File: src/rtl/multiboot_request.sv
// Reboot-request front end for the multiboot path: a held button combo or a menu
// request produces one REBOOT pulse with a latched SPI address, then the block locks.
module multiboot_request #(
    parameter int unsigned NKEYS        = 4,
    parameter logic [23:0] HOLD_CYCLES  = 24'd10_000_000,
    parameter int unsigned PULSE_CYCLES = 8,
    parameter logic [23:0] BASE_ADDR    = 24'h058000,
    parameter logic [23:0] SLOT_STRIDE  = 24'h058000
) (
    input  logic             CLK,
    input  logic             RESET,
    input  logic [NKEYS-1:0] COMBO_N,
    input  logic             REQ,
    input  logic [2:0]       SLOT,
    output logic             REBOOT,
    output logic [23:0]      SPI_ADDR,
    output logic             BUSY,
    output logic             LOCKED
);

    typedef enum logic [1:0] {S_IDLE, S_HOLD, S_PULSE, S_LOCK} state_t;

    localparam int unsigned    PCW        = (PULSE_CYCLES > 1) ? $clog2(PULSE_CYCLES) : 1;
    localparam logic [PCW-1:0] PULSE_LAST = PCW'(PULSE_CYCLES - 1);

    state_t           r_state;
    logic [NKEYS-1:0] r_sync1;
    logic [NKEYS-1:0] r_sync2;
    logic [23:0]      r_hold_cnt;
    logic [PCW-1:0]   r_pulse_cnt;

    logic             w_pressed;
    logic             w_hold_done;
    logic             w_go;
    logic [23:0]      w_addr;

    assign w_pressed   = (r_sync2 == '0);
    assign w_hold_done = w_pressed && (r_hold_cnt == HOLD_CYCLES - 24'd1);
    // REQ outranks the combo in both IDLE and HOLD.
    assign w_go        = ((r_state == S_IDLE) && REQ) ||
                         ((r_state == S_HOLD) && (REQ || w_hold_done));
    // 24-bit context makes the slot offset wrap modulo 2^24.
    assign w_addr      = BASE_ADDR + 24'(SLOT) * SLOT_STRIDE;

    // NOTE: every register here uses <= so all of them update from pre-edge values.
    always_ff @(posedge CLK or posedge RESET) begin
        if (RESET) begin
            r_sync1     <= '1;
            r_sync2     <= '1;
            r_state     <= S_IDLE;
            r_hold_cnt  <= '0;
            r_pulse_cnt <= '0;
            REBOOT      <= 1'b0;
            BUSY        <= 1'b0;
            LOCKED      <= 1'b0;
            SPI_ADDR    <= BASE_ADDR;
        end else begin
            r_sync1 <= COMBO_N;
            r_sync2 <= r_sync1;
            if (w_go) begin
                r_state     <= S_PULSE;
                r_hold_cnt  <= '0;
                r_pulse_cnt <= '0;
                SPI_ADDR    <= w_addr;
                REBOOT      <= 1'b1;
                BUSY        <= 1'b1;
            end else begin
                unique case (r_state)
                    S_IDLE: begin
                        if (w_pressed) begin
                            r_state    <= S_HOLD;
                            r_hold_cnt <= 24'd1;
                            BUSY       <= 1'b1;
                        end
                    end
                    S_HOLD: begin
                        if (!w_pressed) begin
                            r_state    <= S_IDLE;
                            r_hold_cnt <= '0;
                            BUSY       <= 1'b0;
                        end else begin
                            r_hold_cnt <= r_hold_cnt + 24'd1;
                        end
                    end
                    S_PULSE: begin
                        if (r_pulse_cnt == PULSE_LAST) begin
                            r_state <= S_LOCK;
                            REBOOT  <= 1'b0;
                            BUSY    <= 1'b0;
                            LOCKED  <= 1'b1;
                        end else begin
                            r_pulse_cnt <= r_pulse_cnt + PCW'(1);
                        end
                    end
                    // Terminal until reset; the FPGA reconfigures from here.
                    S_LOCK: ;
                    default: ;
                endcase
            end
        end
    end

endmodule
File: config.mk
export PLATFORM = sky130hd
export DESIGN_NAME = multiboot_request
export DESIGN_NICKNAME = d
export VERILOG_FILES = /design/src/rtl/multiboot_request.sv
export SDC_FILE = /design/constraint.sdc
export NUM_CORES = 1
export LEC_CHECK = 0
export ABC_CLOCK_PERIOD_IN_PS = 4870
export BUFFER_PORTS_ARGS = -buffer_cell sky130_fd_sc_hd__buf_2
export CORE_UTILIZATION = 40
export CTS_CLUSTER_SIZE = 14
export DETAILED_ROUTE_END_ITERATION = 12
export PLACE_DENSITY_LB_ADDON = 0.2
export SYNTH_ARGS = -nofsm -noshare
export SYNTH_HDL_FRONTEND = slang
export SYNTH_SLANG_ARGS = --single-unit
File: constraint.sdc
create_clock -name CLK -period 4.87 [get_ports CLK]
set_input_delay 0.2435 -clock CLK [delete_from_list [all_inputs] [get_ports CLK]]
set_output_delay 0.2435 -clock CLK [all_outputs]
set_load 0.01 [all_outputs]
=== Yosys cells after proc, flatten, opt, wreduce, memory -nomap -nowiden ===
Cells that the tools add are included.

* Bits in registers: 64
* Bits in latches: 0
* Bits in writable memories: 0
* Bits in read-only memories: 0
* Input bits: 10
* Output and inout port bits: 27
* Word-level logic and storage cells: 57
* Memories: 0

* Add/sub/neg operators: 3
* $mul: 1
* Div/mod/pow operators: 0
* Magnitude comparators: 0
* Eq/ne operators: 8
* Shift-type cells: 0
* Muxes and demuxes: 19
* Bitwise gates (word level): 1
* Reductions and logical operators: 16

{| class="wikitable"
|+ Operators with widths
! cell !! number
|-
| $mux W24 || 3
|-
| $pmux W24 S2 || 1
|-
| $add A24 B1 Y24 const B || 1
|-
| $eq A24 B24 Y1 const B || 1
|-
| $add A19 B22 Y23 const A || 1
|-
| $mux W3 || 3
|-
| $ne A3 B3 Y1 const B || 3
|-
| $mux W2 || 4
|-
| $mul A3 B4 Y7 const B || 1
|-
| $mux W1 || 6
|-
| $pmux W2 S3 || 1
|-
| $reduce_and A2 Y1 || 3
|-
| $logic_not A4 Y1 || 1
|-
| $reduce_and A4 Y1 || 1
|-
| $reduce_bool A2 Y1 || 2
|-
| $reduce_bool A4 Y1 || 1
|-
| $add A3 B1 Y3 const B || 1
|-
| $eq A3 B3 Y1 const B || 1
|-
| $logic_and A1 B1 Y1 || 3
|-
| $pmux W1 S3 || 1
|-
| $reduce_and A3 Y1 || 1
|-
| $reduce_bool A3 Y1 || 1
|-
| $eq A2 B1 Y1 const B || 1
|-
| $eq A2 B2 Y1 const B || 1
|-
| 4 further kinds || 5
|}

=== Logic depth before layout (Yosys ltp) ===
* Depth after elaboration: 7
* Mapped depth: 9
* Mapped depth without buffers: 7

=== Least setup slack after synthesis ===
No wires, ideal clock.

* Kind: reg2reg
* Start: register r_state[1]
* End: register r_hold_cnt[9]
* Setup time: 119 ps
* Data arrival time: 1923 ps
* Data required time: 4751 ps
* Setup slack: 2828 ps
* Cell stages (with the launch flop): 10
* Path buffers: 2
* Clock period less this slack: 2042 ps
* Cells stage by stage: dfrtp_1 inv_1 ha_1 or2_2 clkbuf_1 o21ai_0 clkbuf_1 nor4_1 xnor2_1 nor2_1

* Cells in the longest elaborated chain, start to end: 5
* Elaborated cells between the ends (all ways): 10
* Classes of those cells: eq/ne: 2; mux: 2; reduce/logical: 6

{| class="wikitable"
|+ RTL lines
! what !! RTL line !! RTL
|-
| start: declaration || 26 || <nowiki>state_t r_state;</nowiki>
|-
| start signal: assignment || 50 || <nowiki>r_state <= S_IDLE;</nowiki>
|-
| start signal: assignment || 61 || <nowiki>r_state <= S_PULSE;</nowiki>
|-
| start signal: assignment || 71 || <nowiki>r_state <= S_HOLD;</nowiki>
|-
| $eq A2 B1 Y1 or $logic_not A2 Y1 (tied branches) || 41, 68, 40 ||
|-
| $logic_and A1 B1 Y1 (on tied branches) || 41, 40 ||
|-
| $logic_or A1 B1 Y1 || 40 || <nowiki>assign w_go = ((r_state == S_IDLE) && REQ) ||</nowiki>
|-
| $ne A3 B3 Y1 (no line) or $reduce_bool A3 Y1 (tied branches) || -- ||
|-
| $reduce_and A2 Y1 (no line) || -- ||
|-
| end signal: assignment || 82 || <nowiki>r_hold_cnt <= r_hold_cnt + 24'd1;</nowiki>
|-
| end: declaration || 29 || <nowiki>logic [23:0] r_hold_cnt;</nowiki>
|}

Parallel ways exist; a longest one is shown, timed or not.
A chain may end at the register's enable or synchronous reset.

=== Worst setup path after layout ===
* Start: register r_hold_cnt[17]
* End: register r_hold_cnt[10]

* Cells in the longest elaborated chain, start to end: 7
* Elaborated cells between the ends (all ways): 9
* Classes of those cells: eq/ne: 2; mux: 1; reduce/logical: 6

{| class="wikitable"
|+ RTL lines
! what !! RTL line !! RTL
|-
| $eq A24 B24 Y1 (*) || 38 || <nowiki>assign w_hold_done = w_pressed && (r_hold_cnt == HOLD_CYCLES - 24'd1);</nowiki>
|-
| $logic_and A1 B1 Y1 (*) || 38 ||
|-
| $logic_or A1 B1 Y1 (*) || 41 || <nowiki>((r_state == S_HOLD) && (REQ || w_hold_done));</nowiki>
|-
| $logic_and A1 B1 Y1 (*) || 41 ||
|-
| $logic_or A1 B1 Y1 (*) || 40 ||
|-
| $ne A3 B3 Y1 (no line) or $reduce_bool A3 Y1 (tied branches) || -- ||
|-
| $reduce_and A2 Y1 (no line) || -- ||
|}

Mark *: on every way between the ends. The rest lies on a longest branch, timed or not.

==> results.json <==
{
  "core_area_mm2": 0.006756,
  "antenna_found_initial": 0,
  "cts_sinks": 48,
  "post-route-drc-count": 0,
  "postSynthAreaPerCell_um2": 10.08,
  "placed_area_mm2": 0.002895,
  "max_stage_delay_ps": 590,
  "rows": 30,
  "setup.worst_path.class": "reg -> reg",
  "fin_skew_ps": 12.99,
  "final_area_mm2": 0.003033,
  "ys_async_sr_fraction_pct": 100.0,
  "grt_pass1_wl_um": 9211,
  "place_congestion": 0.7714,
  "synth_seq_cells": 48,
  "cp_cell_sequence": "or4_1, nor4_4, a211oi_1, nor2_2, nor2_1",
  "grt_use_total_pct": 15.97,
  "synth_top_area_cell": "dfrtp_1",
  "final_core_util_pct": 44.89,
  "grt_pass1_vias": 1942,
  "io-pin-count": 37,
  "tns_ps": 0,
  "layout_worst_path_cycle_share_pct": 47.37,
  "wirelength_um": 5363,
  "synth_most_common_cell": "dfrtp_1",
  "yosysTopAreaCellShare_pct": 33.17,
  "worst_slew_pin_slew_ps": 993.1,
  "clk_path_buf_depth": 2,
  "cp-start-kind": "register",
  "num_vias": 2028,
  "p_leak_nw": 1.292,
  "postCtsSetupBuffers": 0,
  "status": "completed",
  "end_kind": "register",
  "hold_viol": 0,
  "die_w_um": 85.54,
  "wire_per_inst_um": 14.19,
  "drive_gt1_share_pct": 18.79,
  "dp_hpwl_um": 3773,
  "crit_family": "simple AND/OR/NAND/NOR gates",
  "worst_ep_required_time_ps": 5050,
  "yosys_warnings": 0,
  "gr-total-overflow": 0,
  "clk_pin_slew_ps": 100,
  "ys.flop_type": "dfrtp_1",
  "cts_resized": 0,
  "drtIter0Drc": 88,
  "power_density_mw_per_mm2": 267.3,
  "holdWs_ps": 21.69,
  "insertion_delay_ps": 310,
  "slew_viol_final": 0,
  "synthesis.area_mm2": 0.002791,
  "drt_pass1_iterations": 4,
  "grt_max_degree": 49,
  "max_slew_margin_pct": 33.69,
  "synth_top_cells_by_count": "dfrtp_1 (37), nor2_1 (28), nand2_1 (22), buf_4 (17), xnor2_1 (16)",
  "worst-path-buf-inv": 0,
  "fmax_mhz": 433.5,
  "rsz0062_at_grt": "no",
  "vdd_drop_max_mv": 0.1541,
  "via_per_inst": 5.365,
  "num_antenna_cells": 0,
  "syn2layout_area_growth_pct": 8.651,
  "fin_crit_ps": 2307,
  "yosys-top-cells-area": "dfrtp_1 (33%), dfstp_2 (10%), ha_1 (6.7%), xnor2_1 (5.0%), buf_4 (4.6%)",
  "cts-root-buf": "clkbuf_8",
  "setup_violations": 0,
  "die-area_mm2": 0.007316,
  "holdBufCountCts": 0,
  "worst-path-max-fanout": 13,
  "synthCells": 277,
  "die_h_um": 85.54,
  "initial_utilization_pct": 41.31,
  "numPortBuffers": 20,
  "hold_path.class": "in -> reg",
  "cap_violations": 0,
  "yosysSeqAreaShare_pct": 43.52,
  "cts_buffers": 5,
  "htreeDepth": 2,
  "synth_edf_count": 0,
  "cpMaxStageDelayCell": "or4_1",
  "antenna_left": 0,
  "total_power_w": 0.0008107,
  "arrival_ps": 2490,
  "ys_types": 58,
  "tritoncts": "done",
  "nets": 323
}
[state kept, by name, summed over array words and instances, names as in the netlist]
name	flops
BUSY	1
LOCKED	1
REBOOT	1
SPI_ADDR	8
r_hold_cnt	24
r_pulse_cnt	3
r_state	2
r_sync1	4
r_sync2	4
[per-layer routing]
layer / part of all wire, % / routed length, µm / track usage, %
met1: 46 / 2486 / 20.12
met3: 3.9 / 207 / 3.465
met5: 0 / 0 / 0
met4: 1.0 / 55 / 4.545
met2: 49 / 2614 / 27.71
[final timing paths]
check / startpoint / endpoint / slack [ps] / cells after the start
worst min-delay path: COMBO_N[0] / r_sync1[0] / 20 / 1
min in group asynchronous: RESET / r_hold_cnt[7] / 160 / 2
worst min register to register: r_sync1[3] / r_sync2[3] / 360 / 0
worst max-delay path: r_hold_cnt[17] / r_hold_cnt[10] / 2560 / 5
worst max register to register: r_hold_cnt[17] / r_hold_cnt[10] / 2560 / 5
max in group asynchronous: RESET / r_hold_cnt[22] / 4100 / 2
[metrics by stage]
step / setup slack (ps) / cells
global route: 2364 / 378
finish: 2563 / 378
global placement: 2585 / 370
CTS: 2545 / 378
floorplan: 2828 / 292
detailed placement: 2545 / 370
[placed cells by master (no fill, tap or decap), types with 2 or more instances in the layout]
| master | instances |
|---|---|
| a21oi_1 | 11 |
| a21oi_2 | 2 |
| a22o_1 | 2 |
| a31oi_1 | 3 |
| and3_1 | 2 |
| buf_2 | 20 |
| bufinv_16 | 2 |
| clkbuf_8 | 5 |
| conb_1 | 16 |
| dfrtp_1 | 37 |
| dfstp_2 | 11 |
| ha_1 | 15 |
| inv_1 | 9 |
| mux2i_1 | 5 |
| nand2_1 | 22 |
| nand2b_1 | 2 |
| nand3_1 | 8 |
| nand3b_1 | 2 |
| nand4_1 | 7 |
| nor2_1 | 28 |
| nor2b_1 | 2 |
| nor3_1 | 6 |
| nor3b_1 | 3 |
| nor4_1 | 7 |
| nor4_2 | 2 |
| nor4_4 | 2 |
| o21ai_0 | 11 |
| or4_1 | 4 |
| or4_4 | 2 |
| xnor2_1 | 16 |
| xor2_1 | 5 |
[cells by family after synthesis]
logic type | after synthesis | share of synthesized area, %
AO/OA/AOI/OAI | 45 | 11.61
XOR/XNOR | 21 | 6.589
adder cells (fa/ha/maj) | 16 | 7.441
buffers and inverters | 33 | 7.082
flip-flops | 48 | 43.52
multiplexers | 5 | 1.793
other | 1 | 0.1343
AND/OR/NAND/NOR | 108 | 21.83
[area by class of cell]
class	instances	area (µm²)
Multi-Input combinational cell	211	1435
Inverter	10	37.54
Fill cell	649	3724
Tap cell	80	100.1
Sequential cell	48	1215
Clock buffer	5	68.82
Clock inverter	3	68.82
Timing Repair Buffer	21	107.6
[power breakdown]
| group | internal (W) | switching (W) | total, W |
|---|---|---|---|
| sequential | 0.000404 | 0.00000163 | 0.000406 |
| clock | 0.000207 | 0.000141 | 0.000348 |
| combinational | 0.0000208 | 0.0000361 | 0.0000569 |
| total | 0.000632 | 0.000179 | 0.000811 |
(Power assumes the default switching activity.)
